## src/rtl/fft_radix2_stage_stream.sv

```systemverilog
// ---------------------------------------------------------------------------
// fft_radix2_stage_stream
//
// One streaming radix-2 FFT stage over an 8-sample complex frame. Each cycle
// it can accept a whole frame, apply the butterflies for pair distance SPAN
// with the matching twiddles, optionally halve the results, narrow them back
// to W bits, and present the frame two cycles later under valid/ready
// flow control.
//
// Parameters
//   N     : sample width W = 2**N bits per real/imag part (two's complement)
//   SPAN  : butterfly pair distance, 1, 2 or 4
//
// Ports
//   clk, rst            : clock (rising edge), synchronous active-high reset
//   in_r, in_i          : 8 input samples, x[k] at bits [k*W+W-1 : k*W]
//   in_valid, in_ready  : input handshake
//   scale               : halve this frame's outputs (captured with the frame)
//   out_r, out_i        : 8 output samples, packed like the inputs
//   out_valid, out_ready: output handshake
//   ovf_clr, ovf        : clear and sticky overflow flag
//
// Build option
//   FFT_STAGE_SAT_EN    : when defined, out-of-range results saturate;
//                         otherwise they wrap to their low W bits.
// ---------------------------------------------------------------------------
module fft_radix2_stage_stream #(
  parameter int N    = 4,
  parameter int SPAN = 2
) (
  input  logic                  clk,
  input  logic                  rst,
  input  logic [8*(2**N)-1:0]   in_r,
  input  logic [8*(2**N)-1:0]   in_i,
  input  logic                  in_valid,
  output logic                  in_ready,
  input  logic                  scale,
  output logic [8*(2**N)-1:0]   out_r,
  output logic [8*(2**N)-1:0]   out_i,
  output logic                  out_valid,
  input  logic                  out_ready,
  input  logic                  ovf_clr,
  output logic                  ovf
);

  localparam int W   = 2**N;
  localparam int TW  = W + 1;   // twiddled value: -j can negate -2**(W-1)
  localparam int SW  = W + 2;   // butterfly sum
  localparam int PW  = SW + 9;  // product with the 9-bit signed constant 181
  localparam int GRP = 2 * SPAN;

  localparam logic signed [PW-1:0] C181 = PW'(181);  // round(256/sqrt(2))

  if (!(SPAN == 1 || SPAN == 2 || SPAN == 4)) begin : g_bad_span
    $error("fft_radix2_stage_stream: SPAN must be 1, 2 or 4");
  end

  // Multiply b by W_{2*SPAN}^kk; returns {tr, ti}. The 1/sqrt(2) factor is
  // applied after the sum so the floor happens exactly once per component.
  function automatic logic [2*TW-1:0] twiddle(input logic signed [W-1:0] br,
                                              input logic signed [W-1:0] bi,
                                              input int kk);
    logic signed [TW-1:0] sum_bb, dif_ib, tr, ti;
    logic signed [SW-1:0] neg_sum;
    logic signed [PW-1:0] p_sum, p_dif, p_neg;
    sum_bb  = TW'(br) + TW'(bi);
    dif_ib  = TW'(bi) - TW'(br);
    neg_sum = -SW'(sum_bb);
    p_sum   = PW'(sum_bb) * C181;
    p_dif   = PW'(dif_ib) * C181;
    p_neg   = PW'(neg_sum) * C181;
    tr      = TW'(br);
    ti      = TW'(bi);
    if ((SPAN == 2 && kk == 1) || (SPAN == 4 && kk == 2)) begin
      tr = TW'(bi);
      ti = -TW'(br);
    end else if (SPAN == 4 && kk == 1) begin
      tr = TW'(p_sum >>> 8);
      ti = TW'(p_dif >>> 8);
    end else if (SPAN == 4 && kk == 3) begin
      tr = TW'(p_dif >>> 8);
      ti = TW'(p_neg >>> 8);
    end
    return {tr, ti};
  endfunction

  // Optional halving, then narrowing to W bits; returns {overflow, value}.
  function automatic logic [W:0] narrow(input logic signed [SW-1:0] s,
                                        input logic halve);
    logic signed [SW-1:0] v;
    logic                 ov;
    logic [W-1:0]         val;
    v   = halve ? (s >>> 1) : s;
    // In range exactly when the bits above the W-bit sign bit copy it.
    ov  = !((v[SW-1:W-1] == '0) || (v[SW-1:W-1] == '1));
    val = v[W-1:0];
`ifdef FFT_STAGE_SAT_EN
    if (ov) val = v[SW-1] ? {1'b1, {(W-1){1'b0}}} : {1'b0, {(W-1){1'b1}}};
`endif
    return {ov, val};
  endfunction

  // Stage 1 state: the 'a' positions hold the sign-extended a, the 'b'
  // positions hold the twiddled t.
  logic                 s1_valid_q, s1_valid_d;
  logic signed [TW-1:0] s1_r_q [8];
  logic signed [TW-1:0] s1_r_d [8];
  logic signed [TW-1:0] s1_i_q [8];
  logic signed [TW-1:0] s1_i_d [8];
  logic                 s1_scale_q, s1_scale_d;

  // Stage 2 state
  logic                 out_valid_q, out_valid_d;
  logic [8*W-1:0]       out_r_q, out_r_d, out_i_q, out_i_d;
  logic                 ovf_q, ovf_d;

  logic                 s1_adv, s2_adv, ovf_set;
  logic signed [TW-1:0] tw_r [8];
  logic signed [TW-1:0] tw_i [8];
  logic [8*W-1:0]       y_r, y_i;
  logic                 any_ovf, is_sub;
  logic [2:0]           ia, ib;
  logic signed [SW-1:0] sum_r, sum_i;
  logic [W:0]           nr, ni;

  // Twiddle the incoming frame.
  always_comb begin
    for (int j = 0; j < 8; j++) begin
      if ((j % GRP) < SPAN) begin
        tw_r[j] = TW'($signed(in_r[j*W +: W]));
        tw_i[j] = TW'($signed(in_i[j*W +: W]));
      end else begin
        {tw_r[j], tw_i[j]} = twiddle($signed(in_r[j*W +: W]),
                                     $signed(in_i[j*W +: W]),
                                     (j % GRP) - SPAN);
      end
    end
  end

  // Butterfly sums out of stage 1, then scale and narrow.
  always_comb begin
    // NOTE: every variable gets a default before any branch, so no path can
    // leave one unassigned and infer a latch.
    y_r = '0; y_i = '0; any_ovf = 1'b0;
    is_sub = 1'b0; ia = '0; ib = '0;
    sum_r = '0; sum_i = '0; nr = '0; ni = '0;
    for (int j = 0; j < 8; j++) begin
      is_sub = (j % GRP) >= SPAN;
      ia     = is_sub ? 3'(j - SPAN) : 3'(j);
      ib     = is_sub ? 3'(j) : 3'(j + SPAN);
      sum_r  = is_sub ? (SW'(s1_r_q[ia]) - SW'(s1_r_q[ib]))
                      : (SW'(s1_r_q[ia]) + SW'(s1_r_q[ib]));
      sum_i  = is_sub ? (SW'(s1_i_q[ia]) - SW'(s1_i_q[ib]))
                      : (SW'(s1_i_q[ia]) + SW'(s1_i_q[ib]));
      nr     = narrow(sum_r, s1_scale_q);
      ni     = narrow(sum_i, s1_scale_q);
      y_r[j*W +: W] = nr[W-1:0];
      y_i[j*W +: W] = ni[W-1:0];
      any_ovf = any_ovf | nr[W] | ni[W];
    end
  end

  // Flow control and next state.
  always_comb begin
    s2_adv   = !out_valid_q || out_ready;
    s1_adv   = !s1_valid_q || s2_adv;
    in_ready = s1_adv;

    s1_valid_d = s1_adv ? in_valid : s1_valid_q;
    s1_r_d     = s1_r_q;
    s1_i_d     = s1_i_q;
    s1_scale_d = s1_scale_q;
    if (s1_adv && in_valid) begin
      s1_r_d     = tw_r;
      s1_i_d     = tw_i;
      s1_scale_d = scale;
    end

    out_valid_d = s2_adv ? s1_valid_q : out_valid_q;
    out_r_d     = out_r_q;
    out_i_d     = out_i_q;
    if (s2_adv && s1_valid_q) begin
      out_r_d = y_r;
      out_i_d = y_i;
    end

    // Set has priority over clear.
    ovf_set = s2_adv && s1_valid_q && any_ovf;
    ovf_d   = ovf_set || (ovf_q && !ovf_clr);
  end

  // NOTE: sequential state uses non-blocking assignments so every flop
  // samples the pre-edge values regardless of statement order.
  always_ff @(posedge clk) begin
    if (rst) begin
      s1_valid_q  <= 1'b0;
      out_valid_q <= 1'b0;
      out_r_q     <= '0;
      out_i_q     <= '0;
      ovf_q       <= 1'b0;
    end else begin
      s1_valid_q  <= s1_valid_d;
      out_valid_q <= out_valid_d;
      out_r_q     <= out_r_d;
      out_i_q     <= out_i_d;
      ovf_q       <= ovf_d;
    end
  end

  // NOTE: the stage-1 datapath is not reset; s1_valid_q qualifies it, so
  // leaving it out of reset keeps the wide registers free of reset routing.
  always_ff @(posedge clk) begin
    s1_r_q     <= s1_r_d;
    s1_i_q     <= s1_i_d;
    s1_scale_q <= s1_scale_d;
  end

  assign out_r     = out_r_q;
  assign out_i     = out_i_q;
  assign out_valid = out_valid_q;
  assign ovf       = ovf_q;

endmodule

```

## config.mk

```make
export PLATFORM = sky130hd
export DESIGN_NAME = fft_radix2_stage_stream
export DESIGN_NICKNAME = d
export VERILOG_FILES = /design/src/rtl/fft_radix2_stage_stream.sv
export SDC_FILE = /design/constraint.sdc
export NUM_CORES = 1
export LEC_CHECK = 0
export ABC_AREA = 0
export CORE_MARGIN = 4
export CORE_UTILIZATION = 40
export CTS_BUF_LIST = sky130_fd_sc_hd__clkbuf_16
export DETAILED_ROUTE_END_ITERATION = 6
export SLEW_MARGIN = 20
export SYNTH_ARGS = -nofsm -noshare
export SYNTH_HDL_FRONTEND = slang
export SYNTH_SLANG_ARGS = --single-unit
```

## constraint.sdc

```tcl
create_clock -name clk -period 24.2 [get_ports clk]
set_input_delay 4.84 -clock clk [delete_from_list [all_inputs] [get_ports clk]]
set_output_delay 4.84 -clock clk [all_outputs]
set_load 0.01 [all_outputs]
```

==> metrics.md <==
| Metric | Value |
|---|---|
| Drt pass-1 iters | `5` |
| Most frequent cells in the layout | `519 x clkdlybuf4s50_1, 510 x nor2_1, 305 x a21oi_1` |
| DP HPWL | `~73000 microns` |
| Gr usage total | `22.0%` |
| Hold slack | `about 0.45 ns` |
| Clk sink count | `518` |
| Post-synth EDFFs | `approximately 260` |
| Placer Congestion | `0.877` |
| Global-route wire length before repair | `between 100000 and 150000 microns` |
| First-iteration detailed-routing DRC count | `1333` |
| Worst path arrival time | `slightly above 6 ns` |
| Post-Place Setup Slack | `about 13 ns` |
| Avg Inst Size Synth | `9.00 sq um` |
| RSZ-0062 raised after global routing | `no` |
| Worst VDD drop | `slightly above 0.05 mV` |
| Post-CTS resize count | `0` |
| Distinct cells, synth | `87` |
| Post-layout nets | `about 4500` |
| Max-cap viol count | `0` |
| Total chip power | `approximately 0.0026 W` |
| Top Ports | `521` |
| Final Cycle Share | `45.7%` |
| Final max-slew violation count | `0` |
| Layout Skew | `~0.015 ns` |
| Critical-path top delay cell | `clkdlybuf4s50_1` |
| Drt total wl | `around 98000 microns` |
| Final setup margin | `approximately 13 ns` |
| Run status | `complete, no violations` |
| Layout cell share with drive strength beyond 1 | `between 3 and 4%` |
| Yosys reg bits | `between 500 and 600` |
| Cell Pwr Density | `approximately 65 nW/um^2` |
| Crit Path Class | `input port to output port` |
| Die Ht | `291 microns` |
| Crit Path Max Fanout | `5` |
| Post-synth top area share | `about 24%` |
| Hold buffers post-CTS | `0` |
| Row cnt | `between 100 and 150` |
| Clock latency on the worst-skew pair | `between 0.6 and 0.7 ns` |
| Most used DFF post-synth | `edfxtp_1` |
| Gr ovfl total | `0` |
| Top cells by area, synth | `edfxtp_1 24%, dfxtp_1 16%, ha_1 10%` |
| Antenna Nets Post-Route | `0` |
| Via count | `around 26000` |
| Vias per std cell | `between 5 and 6` |
| Worst Hold Class | `flop to flop` |
| Max_slew headroom | `28.0%` |
| Crit-path cells | `clkdlybuf4s50_1 > nor2b_1 > nand2_1 > clkdlybuf4s50_1` |
| Synthesis-to-layout area growth | `24.1%` |
| Cell mode on critical path | `clkdlybuf4s50_1` |
| Initial antenna violation count | `4` |
| Core ar. | `~80000 sq um` |
| CTS buffer count | `approximately 60` |
| Post-synth top area cell | `edfxtp_1` |
| Root Buffer | `clkbuf_16` |
| CP startpoint kind | `input port` |
| Die area | `around 85000 sq um` |
| Final hold viol count | `0` |
| H-tree depth | `2` |
| Seq/Total Area, Yosys | `slightly above 40%` |
| Largest net degree at the start of global routing | `between 150 and 200` |
| Worst-margin pin slew | `~1.1 ns` |
| Port buffer count | `520` |
| CP Data Required Time | `~19 ns` |
| Worst path max stage delay | `around 0.50 ns` |
| DRC Markers | `0` |
| Postcts setup bufs | `0` |
| Per-cell routed wire length | `a little under 20 microns` |
| Leak | `roughly 16 nW` |
| Worst-path clk slew | `0.05 ns` |
| Crit end category | `output port` |
| Initial Util | `between 40% and 50%` |
| Warnings, synthesis | `0` |
| Min Tclk post-route | `approximately 11 ns` |
| Syn nets | `4106` |
| # fillers | `roughly 7600` |
| Fmax achieved | `between 90 and 100 MHz` |
| Commonest non-fill, non-tap cell in the layout | `clkdlybuf4s50_1` |
| CTS tree | `done` |
| Number of global-route vias before repair | `approximately 25000` |
| Asr flop ratio synth | `0%` |
| Setup-failing EPs final | `0` |
| Clock Tree Buf Depth | `3` |
| Post-Syn Instances | `approximately 3600` |
| Synthesized area | `roughly 32000 sq um` |
| Chip Width | `between 200 and 300 microns` |
| Setup_tns | `0 ns` |
-- through the flow --
step                instances  area, sq um  util, %
global placement         4947        38000     47.9
finish                   5060        39800     50.3
CTS                      5057        39800     50.2
global route             5060        39800     50.3
floorplan                3566        32100        -
detailed placement       4947        38000     47.9
-- Yosys cell counts, drive strengths merged (53+ instances only) --
cell      n
nand2   218
xnor2   180
dfxtp   259
a21oi   307
mux2i    76
nor2    510
xor2     64
o21ai   147
edfxtp  259
inv     260
ha      262
nor2b    53
a211oi  140
clkbuf  167
nor3     86
-- cell families (layout without fill, tap and decap cells) --
kind of cell / after synthesis / in the layout / share of synthesized area [%]
other: 0 / 3 / 0
AO/OA/AOI/OAI: 913 / 913 / 18.8
flip-flops: 518 / 518 / 40.4
adder cells (fa/ha/maj): 278 / 278 / 11.2
buffers and inverters: 463 / 904 / 5.52
multiplexers: 76 / 76 / 2.37
AND/OR/NAND/NOR: 1073 / 1073 / 15.0
XOR/XNOR: 245 / 245 / 6.73
-- path summary, 6_finish.rpt --
kind	start	end	slack [ns]	cells past startpoint
setup / recovery	out_ready	in_ready	13.15	4
hold / removal	out_i[13]$_SDFFE_PP0P_	out_i[13]$_SDFFE_PP0P_	0.45	2
setup reg to reg	s1_r_q[69]$_DFFE_PP_	ovf$_SDFF_PP0_	20.23	13
hold reg to reg	out_i[13]$_SDFFE_PP0P_	out_i[13]$_SDFFE_PP0P_	0.45	2
-- final cells by class --
cell class              instances  area, sq um  share of cell area (%)
multi-input cells            2585        17400                    43.6
well taps                    1050         1310                    3.30
flip-flops and latches        518        13000                    32.5
inverters                     260          983                    2.47
clock inverters                48          287                   0.719
repair buffers                534         5340                    13.4
diodes                          3         7.51                  0.0188
clock buffers                  62         1550                    3.90
-- registers in the layout, indices dropped and copies added, names as in the netlist --
signal,count
s1_scale_q,1
s1_i_q,130
s1_valid_q,1
out_r,128
ovf,1
out_i,128
s1_r_q,128
out_valid,1
-- power breakdown --
group | leakage [nW] | switching (W) | internal (W)
combinational | 10.2 | 0.000390 | 0.000305
sequential | 4.66 | 0.0000392 | 0.000987
clock | 0.972 | 0.000364 | 0.000489
total | 15.8 | 0.000793 | 0.00178
-- per-layer routing --
| layer | global-route usage (%) | wire (microns) |
|---|---|---|
| met4 | 6.91 | 3140 |
| met3 | 4.94 | 6140 |
| met1 | 26.9 | 40900 |
| met2 | 38.4 | 47600 |
| met5 | 0 | 13 |
-- critical path, delay by kind of cell --
kind / cells / cell delay (ns)
simple gates: 2 / 0.48
buf+inv: 2 / 0.90
(Power assumes the default switching activity.)
